==> src/rtl/icu_ibuf.sv <==
// Dual-lane instruction buffer between decode and hazard-gated issue: 2-in / 2-out FIFO with flush.
// Optional ICU_IBUF_BYPASS_EN: zero-latency pass-through of incoming bundles while the buffer is empty.
module icu_ibuf #(
    parameter  int DATA_W = 160,
    parameter  int DEPTH  = 8,
    localparam int CNT_W  = $clog2(DEPTH) + 1
) (
    input  logic              clk,
    input  logic              rst,
    input  logic              flush_i,
    input  logic [1:0]        in_valid_i,
    input  logic [DATA_W-1:0] in_data0_i,
    input  logic [DATA_W-1:0] in_data1_i,
    output logic              in_ready_o,
    output logic [1:0]        out_valid_o,
    output logic [DATA_W-1:0] out_data0_o,
    output logic [DATA_W-1:0] out_data1_o,
    input  logic [1:0]        issue_i,
    output logic [CNT_W-1:0]  count_o
);

    localparam int PTR_W = $clog2(DEPTH);

    logic [DATA_W-1:0] mem_q [DEPTH];
    logic [PTR_W-1:0]  rd_ptr_q, rd_ptr_d, wr_ptr_q, wr_ptr_d;
    logic [PTR_W-1:0]  rd_ptr_p1, wr_ptr_p1;
    logic [CNT_W-1:0]  count_q, count_d;
    logic              in_ready_q, in_ready_d;
    logic [1:0]        in_valid_legal;
    logic [1:0]        push_cnt, pop_cnt, wr_cnt, rd_pop;
    logic              wr_en0, wr_en1;
    logic [DATA_W-1:0] wr_data0, wr_data1;

    assign rd_ptr_p1  = rd_ptr_q + PTR_W'(1);
    assign wr_ptr_p1  = wr_ptr_q + PTR_W'(1);
    assign in_ready_o = in_ready_q;
    assign count_o    = count_q;

    always_comb begin
        // NOTE: every signal gets a default first so no path through this block can infer a latch.
        in_valid_legal = in_valid_i[0] ? in_valid_i : 2'b00;
        push_cnt       = 2'd0;
        out_valid_o    = {count_q >= CNT_W'(2), count_q != '0};
        out_data0_o    = mem_q[rd_ptr_q];
        out_data1_o    = mem_q[rd_ptr_p1];
        wr_data0       = in_data0_i;
        wr_data1       = in_data1_i;

        if (in_ready_q && !flush_i) begin
            push_cnt = {1'b0, in_valid_legal[1]} + {1'b0, in_valid_legal[0]};
        end

`ifdef ICU_IBUF_BYPASS_EN
        if (count_q == '0 && !flush_i) begin
            out_valid_o = in_ready_q ? in_valid_legal : 2'b00;
            out_data0_o = in_data0_i;
            out_data1_o = in_data1_i;
        end
`endif

        // Inst2 may only leave together with inst1, so a lone issue_i[1] pops nothing.
        pop_cnt = {1'b0, issue_i[0] & out_valid_o[0]}
                + {1'b0, issue_i[0] & issue_i[1] & out_valid_o[1]};
        wr_cnt  = push_cnt;
        rd_pop  = pop_cnt;

`ifdef ICU_IBUF_BYPASS_EN
        // Bundles issued straight from the inputs never land in storage; survivors shift down a lane.
        if (count_q == '0 && !flush_i) begin
            wr_cnt   = push_cnt - pop_cnt;
            rd_pop   = 2'd0;
            wr_data0 = pop_cnt[0] ? in_data1_i : in_data0_i;
        end
`endif

        wr_en0   = (wr_cnt != 2'd0);
        wr_en1   = (wr_cnt == 2'd2);
        count_d  = count_q + CNT_W'(wr_cnt) - CNT_W'(rd_pop);
        rd_ptr_d = rd_ptr_q + PTR_W'(rd_pop);
        wr_ptr_d = wr_ptr_q + PTR_W'(wr_cnt);

        if (flush_i) begin
            count_d  = '0;
            rd_ptr_d = '0;
            wr_ptr_d = '0;
        end

        // Ready needs room for a full two-lane push next cycle.
        in_ready_d = (count_d <= CNT_W'(DEPTH - 2));
    end

    // NOTE: sequential state uses non-blocking assignments so every flop samples pre-edge values.
    always_ff @(posedge clk) begin
        if (rst) begin
            count_q    <= '0;
            rd_ptr_q   <= '0;
            wr_ptr_q   <= '0;
            in_ready_q <= 1'b1;
        end else begin
            count_q    <= count_d;
            rd_ptr_q   <= rd_ptr_d;
            wr_ptr_q   <= wr_ptr_d;
            in_ready_q <= in_ready_d;
        end
    end

    // NOTE: storage is deliberately not reset; out_valid_o masks stale entries and it maps to plain RAM.
    always_ff @(posedge clk) begin
        if (wr_en0) mem_q[wr_ptr_q]  <= wr_data0;
        if (wr_en1) mem_q[wr_ptr_p1] <= wr_data1;
    end

endmodule

==> config.mk <==
export PLATFORM = sky130hd
export DESIGN_NAME = icu_ibuf
export DESIGN_NICKNAME = d
export VERILOG_FILES = /design/src/rtl/icu_ibuf.sv
export SDC_FILE = /design/constraint.sdc
export NUM_CORES = 2
export LEC_CHECK = 0
export CAP_MARGIN = 25
export CORE_UTILIZATION = 42
export CTS_CLUSTER_DIAMETER = 150
export CTS_CLUSTER_SIZE = 8
export DETAILED_ROUTE_END_ITERATION = 8
export PLACE_DENSITY_LB_ADDON = 0.1
export SYNTH_ARGS = -nofsm -noshare
export SYNTH_HDL_FRONTEND = slang
export SYNTH_SLANG_ARGS = --single-unit
==> constraint.sdc <==
create_clock -name clk -period 30.2 [get_ports clk]
set_input_delay 6.04 -clock clk [delete_from_list [all_inputs] [get_ports clk]]
set_output_delay 6.04 -clock clk [all_outputs]
set_load 0.03 [all_outputs]
==> key figures <==
Run status
  • Status: finished, final reports clean

Die
  • Overall die width: ~420 um
  • Core area: approximately 0.17 mm2
  • Starting utilization of the core area: 0.4249
  • Die area: around 0.18 mm2
  • Row count: 152
  • I/O pins: 654
  • DIE HEIGHT: approximately 420 um

Synthesis
  • Main synth FF type: edfxtp_1
  • Yosys Warn Count: 0
  • Post-synth cell types: 38
  • Post-synth top area cell: edfxtp_1
  • Seq/Total Area, Yosys: 0.5275
  • Synth async-reset ratio: 0
  • Mapped Area: 0.07329 mm2
  • Syn Nets: approximately 4,300
  • #FFs+latches synth: about 1,300
  • Top post-synthesis cells by area: edfxtp_1, mux2_2, mux4_2, mux2_1, buf_2
  • EDFF count, synth: approximately 1,300
  • Post-Syn Area per Cell: 18.63 um2
  • Synth top area share: 0.5244
  • Synth Instances: 3,934

Routing
  • Routed vias/inst: between 6 and 7
  • DR vias: around 42,000
  • Initial DRC count: roughly 3,200
  • # DRC: 0
  • Routed Antenna Nets: 0
  • DRT Wirelength: ~230,000 um
  • Pre-antenna DRT Iters: 5
  • WL/cell: roughly 33 um

Global routing
  • Total track usage: 0.2563
  • Initial antenna violation count: 63
  • Grt ovf: 0
  • First-pass GRT wire length: about 320,000 um
  • Largest net degree at the start of global routing: 125
  • Vias in the first global route: between 40,000 and 50,000

Run
  • Max Cap Viol: 0

Critical path
  • Crit path max-delay family: buffers and inverters
  • Crit Path Max Fanout: roughly 120
  • Slowest stage delay, CP: 0.86 ns
  • CP Data Required Time: 24.16 ns
  • Critical Path Start Type: flop
  • CP max stage cell: buf_4
  • Crit end category: primary output
  • Most frequent CP cell: buf_4
  • Worst-path cell chain: buf_12, buf_4, buf_4, buf_4, mux4_2, mux2_2, clkdlybuf4s50_1
  • CP Buf/Inv Count: 5
  • Setup CP Type: flop to primary output
  • Critical Path AT: 6.42 ns

Timing
  • Slew @ Worst Pin: ~1.1 ns
  • Fin. Hold Viols: 0
  • Max Freq: approximately 80 MHz
  • Setup Skew: 0.02421 ns
  • Max_slew headroom: 0.2692
  • Fin crit period: ~12 ns
  • Max-slew violations: 0
  • Period utilization: 0.4125
  • Final TNS setup: 0 ns
  • Setup violations, final: 0
  • Unrepaired setup endpoints after global routing: false

Final layout
  • Fillers: roughly 14,000
  • Util after Layout: 0.5047
  • P&R area growth vs syn: 18.79%
  • Final nets: approximately 5,000
  • Layout cell share with drive strength beyond 1: 0.5117
  • Design Area, Final: 0.08706 mm2
  • Non-filler instance count after layout: between 6,000 and 7,000

Power
  • Sequential fraction of design power: 0.365
  • Combinational share of power: 0.312
  • Pwr per Cell Area: approximately 65 mW/mm2
  • Power Internal: 3.959 mW
  • Net Sw Frac: 0.3004
  • Psw: about 1.7 mW
  • Total leakage power: approximately 27 nW
  • VDD IR max: 0.05455 mV
  • Clock network fraction of total power: 0.324

CTS
  • Clock Latency Late Sink: about 0.80 ns
  • H-tree Lvls: 4
  • Clock Pin Slew Worst Setup and Hold Paths: approximately 0.050 ns
  • Clock sink count: roughly 1,300
  • Setup Buffers After CTS: 0
  • Max Buffers Root-to-Sink: 3
  • TritonCTS clock tree: done
  • Post-cts sizing count: 0
  • Clock Root Buffer: clkbuf_16
  • Hold Buf Count CTS: 0
  • Inserted Clock Buffers: roughly 180

Hold path
  • Hold Crit Class: flop to flop

Placement
  • HPWL Detailed: between 100,000 and 150,000 um
  • Post-DP Area: ~0.082 mm2
  • Placed instance count: about 6,700
  • IO Port Bufs: 653
  • GP Congestion: just under 0.8
-- Yosys cell counts, drive strengths merged (2+ instances only) --
library cell	count
nor4	4
nand2	3
mux2	1600
and4	2
nand3b	2
ha	10
and2	5
dfxtp	11
clkbuf	113
nand4	2
fa	4
o21bai	4
nor3	2
o21ai	2
nor2	6
xor2	4
or2	6
inv	15
xnor2	2
mux4	640
buf	207
edfxtp	1280
-- worst paths after layout --
kind                endpoint        start  depth (start not counted)  slack (ns)
max reg2reg     mem_q[7][80]  wr_ptr_q[0]                          6       25.57
min reg2reg      wr_ptr_q[2]  wr_ptr_q[2]                          2        0.68
max          out_data1_o[96]  rd_ptr_q[0]                          7       17.74
min              wr_ptr_q[2]  wr_ptr_q[2]                          2        0.68
-- flip-flops by register name, indices dropped and copies added (netlist names) --
register,count
mem_q,1280
rd_ptr_q,3
wr_ptr_q,3
count_o,4
in_ready_o,1
-- power groups by stage --
stage	Sequential (mW)	Clock (mW)	Combinational [mW]
2_1_floorplan	2.09	0	1.15
3_5_place_dp	2.10	0	1.77
5_1_grt	2.07	1.94	1.86
6_report	2.06	1.83	1.77
3_3_place_gp	2.10	0	1.77
4_1_cts	2.06	1.88	1.78
-- per-layer routing --
layer	track usage	part of all wire	wire (um)
met1	0.3219	0.40	91700
met2	0.4351	0.50	114200
met3	0.05336	0.058	13100
met4	0.09452	0.033	7489
met5	0	0.0016	357
-- cell usage in the layout, fill, tap and decap left out, types with 2 or more instances in the layout --
master,n
xor2_1,2
nor2_1,6
diode_2,27
and4_4,2
fa_1,4
buf_16,4
or2_2,4
mux2_1,209
dfxtp_4,3
nand3b_1,2
o21ai_4,2
edfxtp_1,1280
inv_16,3
mux2_2,1391
mux4_2,640
clkdlybuf4s50_1,653
buf_4,62
nand2_1,3
inv_1,14
nand4_1,2
ha_1,9
buf_12,14
or2_4,2
nor4_4,4
inv_6,6
clkbuf_1,17
and2_1,5
dfxtp_1,8
nor3_1,2
clkbuf_16,185
o21bai_4,4
-- layout make-up --
cell class | instances | area, um2 | share of cell area
flip-flops and latches | 1291 | 38670 | 0.4442
multi-input cells | 2308 | 33170 | 0.3810
repair buffers | 733 | 7392 | 0.08491
clock buffers | 202 | 4693 | 0.05391
well taps | 2310 | 2890 | 0.03320
clock inverters | 10 | 120.1 | 0.001380
diodes | 27 | 67.56 | 0.0007761
inverters | 15 | 56.30 | 0.0006467
-- stage by stage --
stage,setup slack [ns],hold slack (ns),power [mW]
after floorplan,11.51,0.5744,3.241
after global placement,18.63,0.6683,3.866
after detailed placement,18.54,0.6769,3.872
after CTS,17.62,0.6818,5.724
after global routing,17.31,0.7307,5.857
final,17.74,0.6818,5.659
-- tightest hold or removal path, delay by kind of cell, from the launching register on --
kind / cells / cell delay [ns]
xor gates and xnor gates: 1 / 0.19
and+or+nand+nor: 1 / 0.05
DFF: 1 / 0.40
-- cells by family (layout without fill, tap and decap cells) --
family,Yosys count,count (layout),synth area share
flops,1291,1291,0.5275
fa+ha+maj,14,14,0.002800
other cells,0,27,0
compound gates,10,10,0.0009561
simple gates,38,38,0.003961
mux,2240,2240,0.4425
xor+xnor,6,6,0.0009221
buf+inv,335,960,0.02141
(Power assumes the default switching activity.)
